### src/rtl/muldiv_if.sv
// Request/response bundle between the execute stage and the M-extension sequencer.
// The master side is the pipeline; the slave side is muldiv_ctrl.
interface muldiv_if;
  logic        req_valid;
  logic        req_ready;
  logic [2:0]  req_op;
  logic [31:0] req_op1;
  logic [31:0] req_op2;
  logic [4:0]  req_rd;
  logic        resp_valid;
  logic        resp_ready;
  logic [31:0] resp_result;
  logic [4:0]  resp_rd;
  logic        busy;
  logic        flush;

  modport master (
    output req_valid, req_op, req_op1, req_op2, req_rd, resp_ready, flush,
    input  req_ready, resp_valid, resp_result, resp_rd, busy
  );

  modport slave (
    input  req_valid, req_op, req_op1, req_op2, req_rd, resp_ready, flush,
    output req_ready, resp_valid, resp_result, resp_rd, busy
  );
endinterface

### src/rtl/muldiv_ctrl.sv
// RV32M multiply/divide sequencer: one-cycle multiply, 32-step restoring divide,
// divide-by-zero and signed overflow resolved at acceptance.
module muldiv_ctrl (
  input logic      clk,
  input logic      rst,
  muldiv_if.slave  mdu
);
  typedef enum logic [2:0] {S_IDLE, S_MUL, S_DIV, S_FIXUP, S_DONE} state_t;

  state_t      state_q, state_d;
  logic [1:0]  op_q;
  logic [31:0] op1_q;   // multiplicand, or dividend shifting out / quotient shifting in
  logic [31:0] op2_q;
  logic [31:0] rem_q;
  logic [4:0]  cnt_q;
  logic        neg_quo_q, neg_rem_q;
  logic [31:0] resp_result_q;
  logic [4:0]  resp_rd_q;

  logic        accept, sgn_div, div_zero, div_ovf, special;
  logic [31:0] special_result, dvd_abs, dvs_abs;

  always_comb begin
    accept   = mdu.req_valid & mdu.req_ready;
    sgn_div  = ~mdu.req_op[0];
    div_zero = (mdu.req_op2 == '0);
    div_ovf  = sgn_div & (mdu.req_op1 == 32'h8000_0000) & (mdu.req_op2 == '1);
    special  = mdu.req_op[2] & (div_zero | div_ovf);
    if (div_zero) special_result = mdu.req_op[1] ? mdu.req_op1 : '1;
    else          special_result = mdu.req_op[1] ? '0 : 32'h8000_0000;
    dvd_abs = (sgn_div & mdu.req_op1[31]) ? -mdu.req_op1 : mdu.req_op1;
    dvs_abs = (sgn_div & mdu.req_op2[31]) ? -mdu.req_op2 : mdu.req_op2;
  end

  logic               mul_s1, mul_s2;
  logic signed [32:0] mul_a, mul_b;
  logic signed [63:0] prod;

  always_comb begin
    mul_s1 = (op_q == 2'b01) || (op_q == 2'b10);
    mul_s2 = (op_q == 2'b01);
    mul_a  = {mul_s1 & op1_q[31], op1_q};
    mul_b  = {mul_s2 & op2_q[31], op2_q};
    prod   = 64'(mul_a) * 64'(mul_b);
  end

  logic [32:0] part;
  logic        no_borrow;
  logic [31:0] rem_next;

  always_comb begin
    part      = {rem_q, op1_q[31]};
    no_borrow = (part >= {1'b0, op2_q});
    rem_next  = no_borrow ? (part[31:0] - op2_q) : part[31:0];
  end

  always_ff @(posedge clk or posedge rst) begin
    if (rst) state_q <= S_IDLE;
    else     state_q <= state_d;
  end

  always_comb begin
    state_d = state_q;
    case (state_q)
      S_IDLE:  if (accept) state_d = !mdu.req_op[2] ? S_MUL : (special ? S_DONE : S_DIV);
      S_MUL:   state_d = S_DONE;
      S_DIV:   if (cnt_q == '0) state_d = S_FIXUP;
      S_FIXUP: state_d = S_DONE;
      S_DONE:  if (mdu.resp_ready) state_d = S_IDLE;
      default: state_d = S_IDLE;
    endcase
    if (mdu.flush) state_d = S_IDLE;
  end

  always_ff @(posedge clk or posedge rst) begin
    if (rst) begin
      op_q          <= '0;
      op1_q         <= '0;
      op2_q         <= '0;
      rem_q         <= '0;
      cnt_q         <= '0;
      neg_quo_q     <= 1'b0;
      neg_rem_q     <= 1'b0;
      resp_result_q <= '0;
      resp_rd_q     <= '0;
    end else if (mdu.flush) begin
      cnt_q <= '0;
    end else begin
      case (state_q)
        S_IDLE: if (accept) begin
          op_q      <= mdu.req_op[1:0];
          op1_q     <= mdu.req_op[2] ? dvd_abs : mdu.req_op1;
          op2_q     <= mdu.req_op[2] ? dvs_abs : mdu.req_op2;
          rem_q     <= '0;
          cnt_q     <= 5'd31;
          neg_quo_q <= sgn_div & (mdu.req_op1[31] ^ mdu.req_op2[31]);
          neg_rem_q <= sgn_div & mdu.req_op1[31];
          resp_rd_q <= mdu.req_rd;
          if (special) resp_result_q <= special_result;
        end
        S_MUL: resp_result_q <= (op_q == 2'b00) ? prod[31:0] : prod[63:32];
        S_DIV: begin
          rem_q <= rem_next;
          op1_q <= {op1_q[30:0], no_borrow};
          cnt_q <= cnt_q - 5'd1;
        end
        S_FIXUP: begin
          if (op_q[1]) resp_result_q <= neg_rem_q ? -rem_q : rem_q;
          else         resp_result_q <= neg_quo_q ? -op1_q : op1_q;
        end
        default: ;
      endcase
    end
  end

  assign mdu.req_ready   = (state_q == S_IDLE) & ~mdu.flush;
  assign mdu.resp_valid  = (state_q == S_DONE);
  assign mdu.busy        = (state_q != S_IDLE);
  assign mdu.resp_result = resp_result_q;
  assign mdu.resp_rd     = resp_rd_q;
endmodule

### src/flat_wrapper.sv
// flat-port wrapper written by rule: the top's interface ports become plain ports
module muldiv_ctrl_flat 
  (clk, rst, mdu_req_valid, mdu_req_op, mdu_req_op1, mdu_req_op2, mdu_req_rd, mdu_resp_ready, mdu_flush, mdu_req_ready, mdu_resp_valid, mdu_resp_result, mdu_resp_rd, mdu_busy);
  muldiv_if mdu_i ();
  input logic clk;
  input logic rst;
  input wire logic [$bits(mdu_i.req_valid)-1:0] mdu_req_valid;
  input wire logic [$bits(mdu_i.req_op)-1:0] mdu_req_op;
  input wire logic [$bits(mdu_i.req_op1)-1:0] mdu_req_op1;
  input wire logic [$bits(mdu_i.req_op2)-1:0] mdu_req_op2;
  input wire logic [$bits(mdu_i.req_rd)-1:0] mdu_req_rd;
  input wire logic [$bits(mdu_i.resp_ready)-1:0] mdu_resp_ready;
  input wire logic [$bits(mdu_i.flush)-1:0] mdu_flush;
  output wire logic [$bits(mdu_i.req_ready)-1:0] mdu_req_ready;
  output wire logic [$bits(mdu_i.resp_valid)-1:0] mdu_resp_valid;
  output wire logic [$bits(mdu_i.resp_result)-1:0] mdu_resp_result;
  output wire logic [$bits(mdu_i.resp_rd)-1:0] mdu_resp_rd;
  output wire logic [$bits(mdu_i.busy)-1:0] mdu_busy;
  assign mdu_i.req_valid = mdu_req_valid;
  assign mdu_i.req_op = mdu_req_op;
  assign mdu_i.req_op1 = mdu_req_op1;
  assign mdu_i.req_op2 = mdu_req_op2;
  assign mdu_i.req_rd = mdu_req_rd;
  assign mdu_i.resp_ready = mdu_resp_ready;
  assign mdu_i.flush = mdu_flush;
  assign mdu_req_ready = mdu_i.req_ready;
  assign mdu_resp_valid = mdu_i.resp_valid;
  assign mdu_resp_result = mdu_i.resp_result;
  assign mdu_resp_rd = mdu_i.resp_rd;
  assign mdu_busy = mdu_i.busy;
  muldiv_ctrl u_core (.clk(clk), .rst(rst), .mdu(mdu_i));
endmodule
### config.mk
export PLATFORM = sky130hd
export DESIGN_NAME = muldiv_ctrl_flat
export DESIGN_NICKNAME = d
export VERILOG_FILES = /design/src/rtl/muldiv_if.sv /design/src/rtl/muldiv_ctrl.sv /design/src/flat_wrapper.sv
export SDC_FILE = /design/constraint.sdc
export NUM_CORES = 2
export LEC_CHECK = 0
export CAP_MARGIN = 5
export CORE_MARGIN = 1
export CORE_UTILIZATION = 35
export DETAILED_ROUTE_END_ITERATION = 6
export PLACE_DENSITY_LB_ADDON = 0.2
export SYNTH_ARGS = -nofsm -noshare
export SYNTH_HDL_FRONTEND = slang
export SYNTH_SLANG_ARGS = --single-unit
### constraint.sdc
create_clock -name clk -period 11.25 [get_ports clk]
set_clock_uncertainty 0.15 [all_clocks]
set_input_delay 2.25 -clock clk [delete_from_list [all_inputs] [get_ports clk]]
set_output_delay 2.25 -clock clk [all_outputs]
set_load 0.005 [all_outputs]
==> flow_metrics.env <==
export IMPL_status="completed"
export IMPL_r2r_end="u_core.mdu.resp_result[18]"
export IMPL_critical_path_max_fanout=15
export IMPL_hp_class="reg -> reg"
export IMPL_drv_slew=0
export IMPL_ioPinCount=117
export IMPL_grt_setup_unrepaired="false"
export IMPL_synthToLayoutAreaGrowth_pct=7.87
export IMPL_worst_path_max_delay_cell="a31oi_1"
export IMPL_cts_hold_buf=0
export IMPL_cts_tree="done"
export IMPL_clkTransAtPathRegs_ns=0.07
export IMPL_critPathMaxStageDelay_ns=0.64
export IMPL_drtAntennaViolNets=0
export IMPL_die_w_um=376
export IMPL_hpwl_um=142000
export IMPL_grt_ovfl_total=0
export IMPL_cts_buffers=17
export IMPL_fin_setup_tns_ns=0
export IMPL_finalCritPeriodShare=0.889
export IMPL_min_period_ns=10.00
export IMPL_insertion_delay_ns=0.50
export IMPL_drv_cap=0
export IMPL_grtUsageTotal=0.249
export IMPL_cts_htree_levels=4
export IMPL_cts_root_buf="clkbuf_16"
export IMPL_wl_per_cell_um=22.9
export IMPL_drc=0
export IMPL_routed_wl_um=172000
export IMPL_syn_cell_area_um2=49000
export IMPL_r2r_slack_ns=1.25
export IMPL_r2r_start="u_core.op_q[1]"
export IMPL_finalSetupViolations=0
export IMPL_fin_nets=7081
export IMPL_cp_data_required_time_ns=11.47
export IMPL_max_slew_margin=0.170
export IMPL_crit_arrival_ns=10.22
export IMPL_crit_start="u_core.op_q[1]"
export IMPL_die_area_um2=142000
export IMPL_async_flop_share=1.00
export IMPL_place_congestion=0.951
export IMPL_path_class="reg -> reg"
export IMPL_port_buffer_count=116
export IMPL_vias=38700
export IMPL_start_util=0.355
export IMPL_r2r_cells=31
export IMPL_syn_nets=7164
export IMPL_grt_pass1_wl_um=262000
export IMPL_max_freq_mhz=100
export IMPL_ctsResizeCount=0
export IMPL_netlist_instances=5707
export IMPL_cp_endpoint="u_core.mdu.resp_result[18]"
export IMPL_drive_above_1_share=0.0332
export IMPL_antenna_found_initial=8
export IMPL_ys_seq_area_frac=0.0740
export IMPL_clk_path_buf_depth=2
export IMPL_first_pass_iters=6
export IMPL_die_h_um=376
export IMPL_crit_path_end_kind="register"
export IMPL_vias_per_cell=5.15
export IMPL_grt_max_degree=95
export IMPL_ys_flop_type="dfrtp_1"
export IMPL_row_count=136
export IMPL_synth_edf_count=0
export IMPL_min_path_cells=2
export IMPL_tightest_slew_ns=1.25
export IMPL_drt_iter0_markers=2786
export IMPL_syn_area_per_cell_um2=8.59
export IMPL_coreArea_um2=138000
export IMPL_first_global_vias=40700
export IMPL_hold_viol=0
export IMPL_synth_distinct_cells=77
export IMPL_start_kind="register"
export IMPL_ys_warn_count=0
export IMPL_post_cts_buffers=0
export IMPL_synth_seq_cells=145
export IMPL_clkSinkCount=145
layout by cell type, fill, tap and decap left out, drive strengths merged, types with 20 or more instances in the layout:
cell type,count
o21ai,232
a21oi,172
a31oi,23
o31ai,40
inv,1261
or3,21
fa,1126
a21o,48
dfrtp,145
xnor2,106
nand3,40
or2,21
ha,254
nor2,242
nor3,25
and2,237
nand2b,22
xor2,106
buf,117
clkdlybuf4s50,116
nand2,991
a211oi,20
cell families (layout without fill, tap and decap cells):
family                   count (synthesis)  count (layout)  share of synthesized area
AND/OR/NAND/NOR                       1679            1679                      0.151
buffers and inverters                 1589            1519                      0.122
adder cells (fa/ha/maj)               1380            1380                      0.525
AO/OA/AOI/OAI                          691             691                     0.0878
XOR/XNOR                               212             212                     0.0379
flip-flops                             145             145                     0.0740
multiplexers                            11              11                    0.00227
other                                    0               7                          0
state kept, by name (all words and copies together) (netlist names):
name and cells:
u_core.mdu.resp_rd 5, u_core.state_q 3, u_core.mdu.resp_result 32, u_core.neg_rem_q 1, u_core.op1_q 32, u_core.rem_q 32, u_core.op_q 2, u_core.neg_quo_q 1
u_core.op2_q 32, u_core.cnt_q 5
worst max-delay path, delay by kind of cell (launching register included):
family	cells	cell delay, ns
flops	1	0.36
compound gates	8	2.63
simple gates	4	1.08
buf+inv	8	0.74
xor+xnor	1	0.19
fa+ha+maj	10	4.71
worst min path at each step:
stage | start | to | slack (ns)
2_1_floorplan | u_core.mdu.resp_rd[0] | u_core.mdu.resp_rd[0] | 0.32
3_3_place_gp | u_core.mdu.resp_rd[2] | u_core.mdu.resp_rd[2] | 0.31
3_5_place_dp | u_core.mdu.resp_rd[2] | u_core.mdu.resp_rd[2] | 0.32
4_1_cts | u_core.op2_q[29] | u_core.op2_q[29] | 0.34
5_1_grt | u_core.op2_q[26] | u_core.op2_q[26] | 0.35
6_report | u_core.op2_q[19] | u_core.op2_q[19] | 0.33
cell type report:
| cell class | count | area, um2 |
|---|---|---|
| flip-flops and latches | 145 | 3630 |
| fillers | 14400 | 85300 |
| repair buffers | 233 | 2100 |
| well taps | 1863 | 2330 |
| inverters | 1254 | 4710 |
| multi-input cells | 3973 | 39400 |
| clock inverters | 15 | 214 |
| clock buffers | 17 | 425 |
| diodes | 7 | 17.5 |
synthesized netlist by cell type, types with 5 or more instances:
cell type | instances | share of area
a211o_1 | 11 | 0.0020
a211oi_1 | 19 | 0.0029
a21o_1 | 48 | 0.0074
a21oi_1 | 172 | 0.018
a221oi_1 | 5 | 0.00089
a22o_1 | 14 | 0.0025
a22oi_1 | 5 | 0.00077
a31oi_1 | 23 | 0.0029
a41oi_1 | 11 | 0.0020
and2_1 | 237 | 0.030
and3_1 | 12 | 0.0015
and4_1 | 5 | 0.00089
buf_1 | 33 | 0.0025
clkbuf_1 | 299 | 0.023
dfrtp_1 | 145 | 0.074
fa_1 | 1126 | 0.46
ha_1 | 254 | 0.065
inv_1 | 1253 | 0.096
mux2i_1 | 10 | 0.0020
nand2_1 | 991 | 0.076
nand2b_1 | 21 | 0.0027
nand3_1 | 40 | 0.0041
nand4_1 | 15 | 0.0019
nor2_1 | 242 | 0.019
nor2b_1 | 10 | 0.0013
nor3_1 | 25 | 0.0026
nor4_1 | 11 | 0.0014
o211ai_1 | 19 | 0.0029
o21a_1 | 16 | 0.0025
o21ai_0 | 229 | 0.023
o21bai_1 | 10 | 0.0015
o22ai_1 | 10 | 0.0013
o31ai_1 | 38 | 0.0058
o41ai_1 | 11 | 0.0020
or2_2 | 19 | 0.0024
or3_1 | 19 | 0.0024
or4_1 | 13 | 0.0020
xnor2_1 | 106 | 0.019
xor2_1 | 106 | 0.019
stage by stage:
step | utilization | setup WS, ns | instance area (um2) | instances | hold slack (ns)
6_report | 0.383 | 1.25 | 52900 | 7507 | 0.333
5_1_grt | 0.382 | 0.754 | 52800 | 7502 | 0.354
4_1_cts | 0.382 | 1.41 | 52800 | 7500 | 0.338
3_5_place_dp | 0.378 | 1.45 | 52200 | 7468 | 0.318
3_3_place_gp | 0.378 | 1.47 | 52200 | 7467 | 0.310
2_1_floorplan | - | 2.26 | 49000 | 5707 | 0.320
metal layers:
layer	vias up	share of wire	wire, um	track usage
li1	16900	-	-	-
met1	20300	0.44	75000	0.342
met2	1260	0.47	81600	0.409
met3	233	0.056	9650	0.0286
met4	4	0.032	5570	0.0790
met5	-	0.00016	27	0
Power is not shown: default switching activity piles up to over one toggle a cycle in this logic, so the estimate is an artifact.
